## src/rtl/bus_pkg.sv

```systemverilog
// Shared definitions for the mailbox slave: FSM states, register map and
// status byte layout.
package bus_pkg;

    localparam int ADDR_W_DEF = 11;

    localparam int REG_DATA   = 0;
    localparam int REG_STATUS = 1;

    localparam int STAT_FULL  = 7;
    localparam int STAT_EMPTY = 6;
    localparam int STAT_OVF   = 5;
    localparam int STAT_UNF   = 4;

    typedef enum logic [2:0] {
        ST_IDLE    = 3'd0,
        ST_ADDR    = 3'd1,
        ST_ACK     = 3'd2,
        ST_WDATA   = 3'd3,
        ST_WCOMMIT = 3'd4,
        ST_RPREP   = 3'd5,
        ST_RDATA   = 3'd6
    } state_e;

endpackage

```

## src/rtl/mailbox_fifo.sv

```systemverilog
// Byte-wide synchronous FIFO with flush; push on full and pop on empty are
// ignored here, the caller decides how to flag them.
module mailbox_fifo #(
    parameter int DEPTH = 8
) (
    input  logic       clk,
    input  logic       rst_n,
    input  logic       push,
    input  logic       pop,
    input  logic       flush,
    input  logic [7:0] din,
    output logic [7:0] dout,
    output logic [3:0] count,
    output logic       full,
    output logic       empty
);

    localparam int PW = $clog2(DEPTH);

    logic [7:0]    mem_q [DEPTH];
    logic [7:0]    mem_d [DEPTH];
    logic [PW-1:0] wr_q, wr_d;
    logic [PW-1:0] rd_q, rd_d;
    logic [3:0]    cnt_q, cnt_d;
    logic          do_push, do_pop;

    // Pointers wrap at DEPTH, which need not be a power of two.
    function automatic logic [PW-1:0] ptr_inc(input logic [PW-1:0] p);
        return (p == PW'(DEPTH - 1)) ? '0 : p + 1'b1;
    endfunction

    assign full    = (cnt_q == 4'(DEPTH));
    assign empty   = (cnt_q == 4'd0);
    assign count   = cnt_q;
    assign dout    = mem_q[rd_q];
    assign do_push = push && !full;
    assign do_pop  = pop && !empty;

    always_comb begin
        mem_d = mem_q;
        wr_d  = wr_q;
        rd_d  = rd_q;
        cnt_d = cnt_q;
        if (flush) begin
            wr_d  = '0;
            rd_d  = '0;
            cnt_d = 4'd0;
        end else begin
            if (do_push) begin
                mem_d[wr_q] = din;
                wr_d        = ptr_inc(wr_q);
            end
            if (do_pop) begin
                rd_d = ptr_inc(rd_q);
            end
            cnt_d = cnt_q + 4'(do_push) - 4'(do_pop);
        end
    end

    always_ff @(posedge clk or negedge rst_n) begin
        if (!rst_n) begin
            for (int i = 0; i < DEPTH; i++) begin
                mem_q[i] <= 8'h00;
            end
            wr_q  <= '0;
            rd_q  <= '0;
            cnt_q <= 4'd0;
        end else begin
            mem_q <= mem_d;
            wr_q  <= wr_d;
            rd_q  <= rd_d;
            cnt_q <= cnt_d;
        end
    end

endmodule

```

## src/rtl/slave_mailbox.sv

```systemverilog
// Serial bus slave exposing a byte mailbox FIFO through a DATA register
// (push/pop) and a STATUS register (level, sticky overflow/underflow).
module slave_mailbox
    import bus_pkg::*;
#(
    parameter int ADDR_W = ADDR_W_DEF,
    parameter int DEPTH  = 8
) (
    input  logic       CLK,
    input  logic       RSTN,
    input  logic       AD_SEL,
    input  logic       B_RW,
    input  logic       B_BUS_IN,
    output logic       B_BUS_OUT,
    output logic       B_ACK,
    output logic       B_SBSY,
    output logic       B_READY,
    output logic       S_DVALID,
    output logic [7:0] S_DOUT,
    output logic [3:0] S_COUNT
);

    // One counter serves the address phase and both 8-bit data phases.
    localparam int CW = $clog2(((ADDR_W > 8) ? ADDR_W : 8) + 1);

    state_e            state_q, state_d;
    logic [CW-1:0]     cnt_q, cnt_d;
    logic [ADDR_W-1:0] addr_q, addr_d;
    logic              rw_q, rw_d;
    logic [7:0]        wsh_q, wsh_d;
    logic [7:0]        rsh_q, rsh_d;
    logic [7:0]        dout_q, dout_d;
    logic              ovf_q, ovf_d;
    logic              unf_q, unf_d;

    logic              fifo_push, fifo_pop, fifo_flush;
    logic [7:0]        fifo_dout;
    logic [3:0]        fifo_count;
    logic              fifo_full, fifo_empty;
    logic              is_data, is_status;
    logic [7:0]        status_byte;

    mailbox_fifo #(.DEPTH(DEPTH)) u_fifo (
        .clk   (CLK),
        .rst_n (RSTN),
        .push  (fifo_push),
        .pop   (fifo_pop),
        .flush (fifo_flush),
        .din   (wsh_q),
        .dout  (fifo_dout),
        .count (fifo_count),
        .full  (fifo_full),
        .empty (fifo_empty)
    );

    assign is_data   = (addr_q == ADDR_W'(REG_DATA));
    assign is_status = (addr_q == ADDR_W'(REG_STATUS));

    always_comb begin
        status_byte             = 8'h00;
        status_byte[STAT_FULL]  = fifo_full;
        status_byte[STAT_EMPTY] = fifo_empty;
        status_byte[STAT_OVF]   = ovf_q;
        status_byte[STAT_UNF]   = unf_q;
        status_byte[3:0]        = fifo_count;
    end

    always_ff @(posedge CLK or negedge RSTN) begin
        if (!RSTN) begin
            state_q <= ST_IDLE;
        end else begin
            state_q <= state_d;
        end
    end

    always_comb begin
        state_d = state_q;
        case (state_q)
            ST_IDLE:    if (AD_SEL) state_d = ST_ADDR;
            ST_ADDR: begin
                if (!AD_SEL) begin
                    state_d = ST_IDLE;
                end else if (cnt_q == CW'(ADDR_W - 1)) begin
                    state_d = ST_ACK;
                end
            end
            ST_ACK:     state_d = rw_q ? ST_WDATA : ST_RPREP;
            ST_WDATA:   if (cnt_q == CW'(7)) state_d = ST_WCOMMIT;
            ST_WCOMMIT: state_d = ST_IDLE;
            ST_RPREP:   state_d = ST_RDATA;
            ST_RDATA:   if (cnt_q == CW'(7)) state_d = ST_IDLE;
            default:    state_d = ST_IDLE;
        endcase
    end

    always_comb begin
        B_ACK     = (state_q == ST_ACK);
        B_SBSY    = (state_q != ST_IDLE);
        B_READY   = (state_q == ST_RDATA);
        B_BUS_OUT = (state_q == ST_RDATA) && rsh_q[0];
        S_DVALID  = (state_q == ST_WCOMMIT);
    end

    assign S_DOUT  = dout_q;
    assign S_COUNT = fifo_count;

    always_comb begin
        cnt_d      = cnt_q;
        addr_d     = addr_q;
        rw_d       = rw_q;
        wsh_d      = wsh_q;
        rsh_d      = rsh_q;
        dout_d     = dout_q;
        ovf_d      = ovf_q;
        unf_d      = unf_q;
        fifo_push  = 1'b0;
        fifo_pop   = 1'b0;
        fifo_flush = 1'b0;
        case (state_q)
            ST_IDLE: begin
                if (AD_SEL) begin
                    addr_d = {B_BUS_IN, addr_q[ADDR_W-1:1]};
                    rw_d   = B_RW;
                    cnt_d  = CW'(1);
                end
            end
            ST_ADDR: begin
                if (AD_SEL) begin
                    addr_d = {B_BUS_IN, addr_q[ADDR_W-1:1]};
                    cnt_d  = cnt_q + 1'b1;
                end
            end
            ST_ACK: cnt_d = '0;
            ST_WDATA: begin
                wsh_d = {B_BUS_IN, wsh_q[7:1]};
                cnt_d = cnt_q + 1'b1;
            end
            ST_WCOMMIT: begin
                dout_d = wsh_q;
                if (is_data) begin
                    if (fifo_full) ovf_d = 1'b1;
                    else           fifo_push = 1'b1;
                end else if (is_status) begin
                    fifo_flush = 1'b1;
                    ovf_d      = 1'b0;
                    unf_d      = 1'b0;
                end
            end
            ST_RPREP: begin
                cnt_d = '0;
                rsh_d = 8'h00;
                if (is_data) begin
                    if (fifo_empty) begin
                        unf_d = 1'b1;
                    end else begin
                        rsh_d    = fifo_dout;
                        fifo_pop = 1'b1;
                    end
                end else if (is_status) begin
                    // Flags are reported in this byte, then cleared.
                    rsh_d = status_byte;
                    ovf_d = 1'b0;
                    unf_d = 1'b0;
                end
            end
            ST_RDATA: begin
                rsh_d = {1'b0, rsh_q[7:1]};
                cnt_d = cnt_q + 1'b1;
            end
            default: ;
        endcase
    end

    always_ff @(posedge CLK or negedge RSTN) begin
        if (!RSTN) begin
            cnt_q  <= '0;
            addr_q <= '0;
            rw_q   <= 1'b0;
            wsh_q  <= 8'h00;
            rsh_q  <= 8'h00;
            dout_q <= 8'h00;
            ovf_q  <= 1'b0;
            unf_q  <= 1'b0;
        end else begin
            cnt_q  <= cnt_d;
            addr_q <= addr_d;
            rw_q   <= rw_d;
            wsh_q  <= wsh_d;
            rsh_q  <= rsh_d;
            dout_q <= dout_d;
            ovf_q  <= ovf_d;
            unf_q  <= unf_d;
        end
    end

endmodule
```

## config.mk

```make
export PLATFORM = sky130hd
export DESIGN_NAME = slave_mailbox
export DESIGN_NICKNAME = d
export VERILOG_FILES = /design/src/rtl/bus_pkg.sv /design/src/rtl/mailbox_fifo.sv /design/src/rtl/slave_mailbox.sv
export SDC_FILE = /design/constraint.sdc
export NUM_CORES = 1
export LEC_CHECK = 0
export CORE_MARGIN = 2
export CORE_UTILIZATION = 61
export CTS_CLUSTER_SIZE = 25
export DETAILED_ROUTE_END_ITERATION = 16
export GPL_TIMING_DRIVEN = 0
export HOLD_SLACK_MARGIN = 0.05
export PLACE_DENSITY = 0.81
export SLEW_MARGIN = 40
export SYNTH_ARGS = -nofsm -noshare
export SYNTH_HDL_FRONTEND = slang
export SYNTH_HIERARCHICAL = 1
export SYNTH_SLANG_ARGS = --single-unit
```

## constraint.sdc

```tcl
create_clock -name CLK -period 4 [get_ports CLK]
set_input_delay 1.2 -clock CLK [delete_from_list [all_inputs] [get_ports CLK]]
set_output_delay 1.2 -clock CLK [all_outputs]
set_load 0.02 [all_outputs]
```

; Yosys cells after proc, flatten, opt, wreduce, memory -nomap -nowiden
; Index checks and enable logic that the tools add are counted.
[op_classes]
n_addsub = 5
n_lt_le_gt_ge = 3
eq_ne = 21
muxes = 46
bitwise_logic = 3
reduce_logical = 25
[ops]
columns = operator, count
row1 = bitwise mux 64 bit, 1
row2 = two-way mux 8 bit, 6
row3 = two-way mux 3 bit, 12
row4 = binary-select mux 8 bit (select 3 bit), 1
row5 = demux 8 bit (select 3 bit), 1
row6 = case mux 3 bit (6 select lines), 1
row7 = two-way mux 1 bit, 17
row8 = case mux 4 bit (4 select lines), 1
row9 = case mux 8 bit (2 select lines), 1
row10 = equality test 3 bit (second input constant), 5
row11 = two-way mux 4 bit, 3
row12 = equality test 11 x 1 -> 1 bit (second input constant), 1
row13 = logical NOT 11 bit, 1
row14 = != test 2 bit (second input constant), 5
row15 = != test 3 bit (second input constant), 3
row16 = AND reduction 3 bit, 3
row17 = equality test 4 bit (second input constant), 2
row18 = greater-or-equal comparator 4 bit (second input constant), 2
row19 = NOT 3 -> 4 bit, 2
row20 = nonzero test 2 bit, 4
row21 = adder 3 x 1 -> 3 bit (second input constant), 2
row22 = equality test 3 x 2 -> 1 bit (second input constant), 2
row23 = AND reduction 2 bit, 3
row24 = OR reduction 2 bit, 3
row25 = 16 further kinds, 21
[totals]
ff_bits = 119
inputBits = 5
out_inout_bits = 17
word_cells = 123

; Depth between registers and ports, before layout
; Gate-level depths: netlist (run 1).
[depth]
ltp_word = 8
depth_mapped = 15
ltp_nobuf = 15

; Cells and area by module
; The synthesis (run 1) kept the hierarchy.
[by_module_without_submodules]
columns = module, instances, cells_each, area_per_inst_um2, seq_area_each_um2
row1 = mailbox_fifo, 1, 234, 3592.2, 1851.8
row2 = slave_mailbox, 1, 211, 2287.2, 1126.1

; Worst setup path after synthesis (run 1)
; No wires, ideal clock.
[synth_path]
kind = flip-flop to flip-flop
start = register u_fifo.cnt_q[2] (netlist: u_fifo/count[2])
end = register u_fifo.cnt_q[3] (netlist: u_fifo/count[3])
arrival_time_ns = 3.174
required_ns = 3.875
path_slack_ns = 0.701
path_stages_with_launch = 16
synth_period_minus_slack_ns = 3.299
path_cell_list = dfrtp_1 > inv_1 > ha_1 > or3b_2 > inv_1 > or2_2 > nor4_4 > nor2b_1 > inv_1 > nor2_1 > ha_1 > inv_1 > ha_1 > a21o_1 > a21oi_1 > mux2_2
[synth_between]
elab_cells_between_ends = 15
classes_between = add/sub (2) / eq/ne (1) / mux (7) / reduce/logical (5)
[synth_lines]
columns = element, line_no
row1 = from (decl), mailbox_fifo.sv:24  ; logic [3:0] cnt_q, cnt_d;
row2 = from (signal assigned), mailbox_fifo.sv:72  ; cnt_q <= cnt_d;
row3 = logical NOT 4 bit, mailbox_fifo.sv:33  ; assign empty = (cnt_q == 4'd0);
row4 = via fifo_empty, slave_mailbox.sv:39  ; logic fifo_full, fifo_empty;
row5 = two-way mux 1 bit, slave_mailbox.sv:153  ; if (fifo_empty) begin
row6 = two-way mux 1 bit, slave_mailbox.sv:152  ; if (is_data) begin
row7 = two-way mux 1 bit, slave_mailbox.sv:119  ; case (state_q)
row8 = via fifo_pop, slave_mailbox.sv:36  ; logic fifo_push, fifo_pop, fifo_flush;
row9 = logical AND 1 bit, mailbox_fifo.sv:37  ; assign do_pop = pop && !empty;
row10 = subtractor 4 x 1 -> 4 bit, mailbox_fifo.sv:56  ; cnt_d = cnt_q + 4'(do_push) - 4'(do_pop);
row11 = two-way mux 4 bit, mailbox_fifo.sv:44  ; if (flush) begin
row12 = via u_fifo.cnt_d[3], mailbox_fifo.sv:24
; The timed path passes the listed nets, and every way through them passes these cells.
; A chain may end at the register's enable or synchronous reset.

; Worst setup path after layout (run 1)
[layout_path]
start = register state_q[0]
end = output B_BUS_OUT
[layout_between]
elab_chain_len = 2
[layout_lines]
columns = element, line_no
row1 = from (decl), slave_mailbox.sv:26  ; state_e state_q, state_d;
row2 = from (signal assigned), slave_mailbox.sv:72  ; state_q <= state_d;
row3 = equality test 3 bit, slave_mailbox.sv:100  ; B_BUS_OUT = (state_q == ST_RDATA) && rsh_q[0];
row4 = logical AND 1 bit, slave_mailbox.sv:100
row5 = to (decl), slave_mailbox.sv:14  ; output logic B_BUS_OUT,
; No other way between the ends.

==> results.cfg, run 1 <==
[global_routing]
grt_use_total = 0.270
grt_max_degree = 68
grt_antenna_before_repair = 0
grt_pass1_wl_mm = 21.0
grt-ovfl-total = 0
grt_pass1_vias = 3985

[finish]
final_layout_size_suffix_gt1_frac = 0.363
final_nets = 504
layout.cells.non_filler = 628
design_area_mm2 = 0.00688
n_antenna_cell = 0
fin_util = 0.741
fill_cells = 618
syn_to_final_growth_pct = 17.0

[setup_path]
end_kind = output pin
cp_slowest_stage_delay_ns = 0.53
r2r_setup_slack_ns = 0.39
cp_common_cell = clkbuf_1
crit_family = buffers and inverters
crit_path_max_fanout = 10
cp_slowest_cell = clkdlybuf4s50_1
crit_required_ns = 2.80
path_cells = clkbuf_1, clkbuf_1, clkbuf_2, nor2_1, and2_1, clkdlybuf4s50_1
path_buf_inv = 4
worst_ep_arrival_time_ns = 2.57
worstSetupPathType = flop to output pin
cp-start-kind = flop

[sta]
slew_headroom = 0.540
rsz0062_at_grt = false
setup_ws_ns = 0.227
tightest_slew_ns = 0.690
clock_skew_ns = 0.0124
period_share = 0.943
fin_tns_setup_ns = 0
min_period_ns = 3.77
holdWs_ns = 0.504
slew_violations = 0
final-hold-violation-count = 0
clock.fmax_mhz = 265
setup_viol = 0

[routing]
first_iter_violations = 273
vias_per_cell = 6.12
ant_nets = 0
vias = 3846
wl_per_cell_um = 20.2
drt_pre_antenna_iters = 5
drc_errors = 0
wirelength_mm = 12.7

[power]
finalPower_mw = 4.39
p_leak_nw = 3.10
vdd_ir_drop_max_uv = 426
powerDensity_mw_per_mm2 = 638

[synth]
synthFlopType = dfrtp_1
synth_edf_count = 0
synth.ff_latch_count = 119
synth_common_cells = dfrtp_1, mux2_2, o21ai_0
synth_mux_area_frac = 0.251
ys_seq_area_frac = 0.506
yosys.area.top_type = dfrtp_1
synthCells = 445
synthSimpleGateAreaFrac = 0.101
synth.avg_cell_area_um2 = 13.2
synth_compound_area_frac = 0.0807
synth_fa_ha_area_frac = 0.0289
ys_warn_count = 6
synth_top_family_by_area = multiplexers
synth_nets = 463
synth_area_mm2 = 0.00588
synthXorXnorAreaFrac = 0.00596
async_reset_ff_frac = 1.00
yosysUniqueCellTypes = 55
synth_top_area_share = 0.506
synthTopCellsByArea = dfrtp_1, mux2_2, mux4_2
yosysMostFrequentCell = dfrtp_1

[outcome]
status = finished, final reports clean

[clock_tree]
cts-resized-gates = 0
post-cts-setup-buffer-count = 0
clk_path_buf_depth = 2
cts-root-buf = clkbuf_8
cts-buffers-inserted = 17
clk_pin_slew_ns = 0.06
cts_tree = built
cts_hold_buf = 0
htreeDepth = 4
clkLatencyLatePin_ns = 0.51
cts_num_sinks = 119

[die]
die_x_um = 102
initial_core_util = 0.633
num_rows = 35
io_pins = 22
die_y_um = 102
die_area_mm2 = 0.0104
coreArea_mm2 = 0.00928

[flow_run]
max_cap_viol_count = 0

[placed_design]
gp_congestion = 0.849
place_area_mm2 = 0.00628
portBuffers = 21
dp.cells = 596
hpwl_mm = 7.91
pre_cts_slack_ns = 0.397

[hold_path]
hp-class = flop to flop
[cell type report]
cell class / instances / area [um^2] / area share
inverter: 15 / 58.8 / 0.00855
clock inverter: 13 / 148 / 0.0215
clock buffer: 19 / 432 / 0.0628
timing repair buffer: 22 / 243 / 0.0353
sequential: 119 / 2980 / 0.433
tap: 129 / 161 / 0.0235
buffer: 23 / 97.6 / 0.0142
multi-input combinational: 288 / 2760 / 0.401
[sequential cells by signal, summed over array words and instances (netlist names)]
name and flops:
ovf_q 1, state_q 3, S_DOUT 8, u_fifo/rd_q 3
addr_q 11, unf_q 1, u_fifo/mem_q 64, rw_q 1
rsh_q 8, u_fifo/wr_q 3, wsh_q 8, u_fifo/count 4
cnt_q 4
[report_power, final]
part	switching [mW]	internal [mW]
registers	0.272	1.43
logic	0.673	0.539
clock network	0.563	0.908
total	1.51	2.88
[final timing paths]
path                                              from                           end  depth (start not counted)
max                             state_q[0]$_DFFE_PN0P_                     B_BUS_OUT                          6
min                        u_fifo/mem_q[5]$_DFFE_PN0P_   u_fifo/mem_q[5]$_DFFE_PN0P_                          1
max reg2reg                  u_fifo/count[2]$_DFF_PN0_     u_fifo/count[3]$_DFF_PN0_                         15
min reg2reg                u_fifo/mem_q[5]$_DFFE_PN0P_   u_fifo/mem_q[5]$_DFFE_PN0P_                          1
max in group asynchronous                         RSTN  u_fifo/mem_q[37]$_DFFE_PN0P_                          2
min in group asynchronous                         RSTN    u_fifo/wr_q[2]$_DFFE_PN0P_                          1
[cells by family after synthesis]
kind of cell | Yosys count
AOI/OAI and AO/OA | 71
xor gates and xnor gates | 4
adders and majority gates | 13
buffers and inverters | 38
DFF | 119
muxes | 115
and+or+nand+nor | 85
[metal layers]
metal	wire, um	up-vias	track usage
li1	-	1741	-
met1	5470	1989	0.356
met2	6590	107	0.454
met3	509	9	0.0609
met4	118	0	0.0790
met5	0	-	0
[worst register-to-register path, cell delays in order (launching register included)]
cell and delay, ns:
dfrtp_1 0.38, inv_1 0.10, ha_1 0.21, or3b_2 0.22
inv_1 0.12, or2_2 0.36, nor4_4 0.38, nor2b_1 0.28
inv_1 0.14, nor2_1 0.14, ha_1 0.15, inv_1 0.06
ha_1 0.27, a21o_1 0.16, a21oi_1 0.17, mux2_2 0.36
[layout by cell type, fill, tap and decap left out, types with 3 or more instances in the layout]
master and count:
a211oi_2 6, a21oi_1 16, a221oi_1 6, a31oi_1 3, and2_1 3, buf_2 5, clkbuf_1 15, clkbuf_16 16
clkdlybuf4s50_1 20, clkinv_4 4, clkinvlp_4 4, dfrtp_1 119, ha_1 12, inv_1 14, mux2_2 99, mux4_2 16
nand2_1 17, nand2b_1 6, nand3_1 6, nor2_1 16, nor2b_1 5, nor3_1 4, nor4_4 4, o21ai_0 19
o22ai_1 9, or2_2 3, xnor2_1 3
Note: power is estimated with default switching activity, not from simulation.
==> inputs of run 2 (changes only) <==
ABC_AREA = 1   (was not set)
CORE_MARGIN = not set   (was 2)
CORE_UTILIZATION = 25   (was 61)
PLACE_DENSITY = 0.4   (was 0.81)
==> results.cfg, run 2 <==
[outcome]
status = finished, final reports clean

[sta]
rsz0062_at_grt = false
slew_violations = 0
setup_viol = 0
slew_headroom = 0.532
holdWs_ns = 0.466
clock.fmax_mhz = 288
clock_skew_ns = 0.0144
final-hold-violation-count = 0
tightest_slew_ns = 0.699
min_period_ns = 3.47
setup_ws_ns = 0.532
period_share = 0.867

[synth]
yosysUniqueCellTypes = 33
synth_top_area_share = 0.470
synthFlopType = dfrtp_1
yosysMostFrequentCell = nand2_1
synth_nets = 826
synth_edf_count = 0
synthCells = 808
synth.ff_latch_count = 119
synthTopCellsByArea = dfrtp_1, nand2_1, nand4_1
ys_seq_area_frac = 0.470
ys_warn_count = 6
synth_common_cells = nand2_1, dfrtp_1, nor2_1
yosys.area.top_type = dfrtp_1
async_reset_ff_frac = 1.00
synth.avg_cell_area_um2 = 7.84
synth_area_mm2 = 0.00634

[die]
die_y_um = 161
io_pins = 22
initial_core_util = 0.258
die_area_mm2 = 0.0260
num_rows = 57
coreArea_mm2 = 0.0246
die_x_um = 161

[finish]
largest_registers = u_fifo/mem_q x64, addr_q x11
mostFrequentLayoutCell = nand2_1
final_nets = 867
largest_reg_flops = 64
final_cell_mix = nand2_1, dfrtp_1, nor2_1, nand4_1, o21ai_0
regMostFlops = u_fifo/mem_q
syn_to_final_growth_pct = 19.8
final_layout_size_suffix_gt1_frac = 0.140
fill_cells = 2689
n_antenna_cell = 0

[power]
p_leak_nw = 3.86
powerDensity_mw_per_mm2 = 519
vdd_ir_drop_max_uv = 211

[placed_design]
pre_cts_slack_ns = 0.951
portBuffers = 21
gp_congestion = 0.819
hpwl_mm = 13.2

[routing]
drc_errors = 0
drt_pre_antenna_iters = 4
vias = 5439
wl_per_cell_um = 16.3
first_iter_violations = 377
wirelength_mm = 19.3
wl_met3_um = 489
routed-wl-met2_mm = 8.82
m1WireLength_mm = 9.69
highest_layer = met4
vias_per_cell = 4.59
ant_nets = 0

[clock_tree]
post-cts-setup-buffer-count = 0
cts_hold_buf = 0
cts-buffers-inserted = 17
clkLatencyLatePin_ns = 0.43
clk_path_buf_depth = 2
cts-root-buf = clkbuf_16
clk_pin_slew_ns = 0.07
htreeDepth = 4
cts_num_sinks = 119
cts_tree = built
cts-resized-gates = 0

[setup_path]
path_cells = inv_2, nand3_4, buf_4, nor2_1, clkdlybuf4s50_1
cp_slowest_stage_delay_ns = 0.64
crit_path_max_fanout = 10
rr_startpoint = u_fifo/count[2]$_DFF_PN0_
crit_required_ns = 2.80
reg2regPathDepth = 15
cp-endpoint = B_BUS_OUT
cp_slowest_cell = clkdlybuf4s50_1
end_kind = output pin
startpoint = state_q[0]$_DFFE_PN0P_
r2r_setup_slack_ns = 1.01
r2r-end = u_fifo/count[1]$_DFF_PN0_
worstSetupPathType = flop to output pin
cp-start-kind = flop
worst_ep_arrival_time_ns = 2.27

[hold_path]
hp-class = flop to flop

[global_routing]
grt_max_degree = 63
grt_use_total = 0.160
grt-ovfl-total = 0
grt_pass1_wl_mm = 31.5
grt_pass1_vias = 5538
grt_antenna_before_repair = 0

[flow_run]
max_cap_viol_count = 0
[run 2: changes by cell type in the layout (fill, tap and decap cells not counted), moves of 12 or more]
cell / delta
nand4_1: +58
nand3_1: +37
mux4_2: -16
nand2_1: +259
nor2_1: +58
mux2_2: -98
o21ai_0: +31
buf_2: +20
inv_1: +33
clkbuf_1: -12
inv_2: +12
o21ai_1: +25
[run 2: metal layers]
| layer | track usage | vias up |
|---|---|---|
| li1 | - | 2723 |
| met3 | 0.0275 | 25 |
| met2 | 0.248 | 91 |
| met4 | 0.0545 | 0 |
| met1 | 0.223 | 2600 |
| met5 | 0 | - |
[run 2: worst min-delay path by stage]
stage | start | depth (start not counted) | end | slack, ns
final | u_fifo/mem_q[49]$_DFFE_PN0P_ | 2 | u_fifo/mem_q[49]$_DFFE_PN0P_ | 0.47
after global routing | u_fifo/mem_q[4]$_DFFE_PN0P_ | 2 | u_fifo/mem_q[4]$_DFFE_PN0P_ | 0.50
after CTS | u_fifo/mem_q[53]$_DFFE_PN0P_ | 2 | u_fifo/mem_q[53]$_DFFE_PN0P_ | 0.47
after detailed placement | u_fifo/mem_q[53]$_DFFE_PN0P_ | 2 | u_fifo/mem_q[53]$_DFFE_PN0P_ | 0.45
after global placement | u_fifo/mem_q[53]$_DFFE_PN0P_ | 2 | u_fifo/mem_q[53]$_DFFE_PN0P_ | 0.45
after floorplan | u_fifo/mem_q[29]$_DFFE_PN0P_ | 2 | u_fifo/mem_q[29]$_DFFE_PN0P_ | 0.44
[run 2: layout make-up]
type	count	area, um^2	share of cell area
sequential	119	2980	0.392
tap	324	405	0.0534
buffer	41	234	0.0308
timing repair buffer	22	243	0.0320
multi-input combinational	587	2890	0.381
clock inverter	15	181	0.0239
inverter	61	236	0.0311
clock buffer	17	425	0.0560
[run 2: through the flow]
| step | TNS [ns] | cell area (um^2) | total power [mW] | std cells | util |
|---|---|---|---|---|---|
| after global routing | 0 | 7590 | 4.17 | 1186 | 0.309 |
| after CTS | 0 | 7590 | 4.00 | 1186 | 0.309 |
| final | 0 | 7590 | 3.94 | 1186 | 0.309 |
| after global placement | -433.37 | 6950 | 2.37 | 1153 | 0.283 |
| after detailed placement | 0 | 6990 | 2.37 | 1154 | 0.284 |
| after floorplan | 0 | 6340 | 2.02 | 808 | - |
[run 2: critical path: cells and delay by family (launching register included)]
kind / cells / cell delay (ns)
simple gates: 2 / 0.33
buf+inv: 3 / 1.02
flops: 1 / 0.48
[run 2: logic make-up (layout without fill, tap and decap cells)]
group,Yosys count,count (layout),synth area share
buffers and inverters,102,156,0.0742
AND/OR/NAND/NOR,485,485,0.355
adder cells (fa/ha/maj),13,13,0.0268
flip-flops,119,119,0.470
AO/OA/AOI/OAI,85,85,0.0687
XOR/XNOR,3,3,0.00415
multiplexers,1,1,0.00178
[run 2: where the power goes]
part           total [mW]  internal [mW]  switching (mW)
registers            1.48           1.36           0.120
logic               0.851          0.272           0.579
clock network        1.61          0.944           0.663
==> inputs of run 3 (changes only) <==
CORE_UTILIZATION = 23   (was 25)
PLACE_DENSITY = 0.38   (was 0.4)
TNS_END_PERCENT = 10   (was not set)
==> results.cfg, run 3 (synthesized netlist as in run 2, its figures left out) <==
[sta]
setup_viol = 0
period_share = 0.863
tightest_slew_ns = 0.695
slew_headroom = 0.535
slew_violations = 0
rsz0062_at_grt = false
clock.fmax_mhz = 290
min_period_ns = 3.45
clock_skew_ns = 0.0136
final-hold-violation-count = 0
holdWs_ns = 0.469

[global_routing]
grt_use_met1 = 0.209
grt_antenna_before_repair = 0
grt_max_degree = 60
grt-ovfl-total = 0
top_usage_layer = met2
grt_pass1_vias = 5594
met2_usage = 0.230
grt_pass1_wl_mm = 32.1
use_met3 = 0.0296
grt_use_total = 0.149

[power]
pwr-share-clk = 0.399
p_comb_frac = 0.221
vdd_ir_drop_max_uv = 235
sw_frac_of_total = 0.355
p_switching_mw = 1.39
finalPower_mw = 3.91
powerDensity_mw_per_mm2 = 512
p_leak_nw = 3.87
p_int_mw = 2.52
p_seq_frac = 0.380

[routing]
ant_nets = 0
wirelength_mm = 19.5
first_iter_violations = 332
vias_per_cell = 4.48
drc_errors = 0
vias = 5397
wl_per_cell_um = 16.2
drt_pre_antenna_iters = 5

[finish]
fill_cells = 2993
multiInputGateArea_mm2 = 0.00289
regMostFlops = u_fifo/mem_q
largest_registers = u_fifo/mem_q x64, addr_q x11
final_cell_mix = nand2_1, dfrtp_1, nor2_1, nand4_1, o21ai_0
final_nets = 868
largest_reg_flops = 64
ff_latch_area_mm2 = 0.00298
layout.cells.non_filler = 1204
mostFrequentLayoutCell = nand2_1
final_layout_size_suffix_gt1_frac = 0.141
n_antenna_cell = 0
syn_to_final_growth_pct = 20.2

[placed_design]
portBuffers = 21
hpwl_mm = 13.6
gp_congestion = 0.789
dp.cells = 1172

[clock_tree]
cts-buffers-inserted = 17
clk_path_buf_depth = 2
cts-resized-gates = 0
cts_hold_buf = 0
htreeDepth = 4
post-cts-setup-buffer-count = 0
cts_tree = built
cts-root-buf = clkbuf_16
cts_num_sinks = 119
clk_pin_slew_ns = 0.06
clkLatencyLatePin_ns = 0.43

[die]
die_y_um = 168
die_area_mm2 = 0.0282
coreArea_mm2 = 0.0270
num_rows = 60
io_pins = 22
initial_core_util = 0.235
die_x_um = 168

[setup_path]
cp_slowest_stage_delay_ns = 0.64
path_cells = inv_2, nand3_4, buf_4, nor2_1, clkdlybuf4s50_1
cp_slowest_cell = clkdlybuf4s50_1
worst_ep_arrival_time_ns = 2.25
end_kind = output pin
crit_path_max_fanout = 10
worstSetupPathType = flop to output pin
crit_required_ns = 2.80
cp-start-kind = flop

[outcome]
status = finished, final reports clean

[flow_run]
max_cap_viol_count = 0

[hold_path]
hp-class = flop to flop
-- run 3: cell count changes in the layout (fill, tap and decap cells not counted), sizes merged --
cell,delta
clkinvlp,-1
inv,+1
clkinv,+1
buf,+1
bufinv,-1
-- run 3: area by class of cell --
class / instances / area share
buffer: 41 / 0.0307
clock buffer: 17 / 0.0558
clock inverter: 15 / 0.0209
inverter: 61 / 0.0310
multi-input combinational: 587 / 0.379
sequential: 119 / 0.391
tap: 341 / 0.0560
timing repair buffer: 23 / 0.0355
-- run 3: path summary, 6_finish.rpt --
kind,start,end,slack (ns),cells after the start
setup / recovery,state_q[0]$_DFFE_PN0P_,B_BUS_OUT,0.55,5
hold / removal,u_fifo/mem_q[51]$_DFFE_PN0P_,u_fifo/mem_q[51]$_DFFE_PN0P_,0.47,2
setup reg to reg,u_fifo/count[2]$_DFF_PN0_,u_fifo/count[1]$_DFF_PN0_,1.05,15
hold reg to reg,u_fifo/mem_q[51]$_DFFE_PN0P_,u_fifo/mem_q[51]$_DFFE_PN0P_,0.47,2
max in group asynchronous,RSTN,u_fifo/mem_q[24]$_DFFE_PN0P_,2.60,3
min in group asynchronous,RSTN,u_fifo/mem_q[57]$_DFFE_PN0P_,0.56,1
-- run 3: metrics by stage --
step | setup WS [ns] | util | TNS [ns] | instance area [um^2]
2_1_floorplan | 1.40 | - | 0 | 6340
3_3_place_gp | -3.75 | 0.258 | -443.73 | 6980
3_5_place_dp | 0.942 | 0.260 | 0 | 7040
4_1_cts | 0.471 | 0.282 | 0 | 7620
5_1_grt | 0.389 | 0.282 | 0 | 7620
6_report | 0.547 | 0.282 | 0 | 7620
-- run 3: power groups by stage --
stage	registers [mW]	logic (mW)	clock network, mW
finish	1.48	0.862	1.56
global route	1.51	0.978	1.65
detailed placement	1.51	0.875	0
global placement	1.51	0.868	0
floorplan	1.51	0.513	0
CTS	1.49	0.879	1.60
-- run 3: worst max-delay path, delay by kind of cell (launching register included) --
family / cells / cell delay (ns)
buf+inv: 3 / 1.03
flops: 1 / 0.48
simple gates: 2 / 0.31
-- run 3: per-layer routing --
layer | share of wire | routed length [um]
met2 | 0.45 | 8710
met1 | 0.50 | 9840
met5 | 0 | 0
met3 | 0.033 | 641
met4 | 0.017 | 331
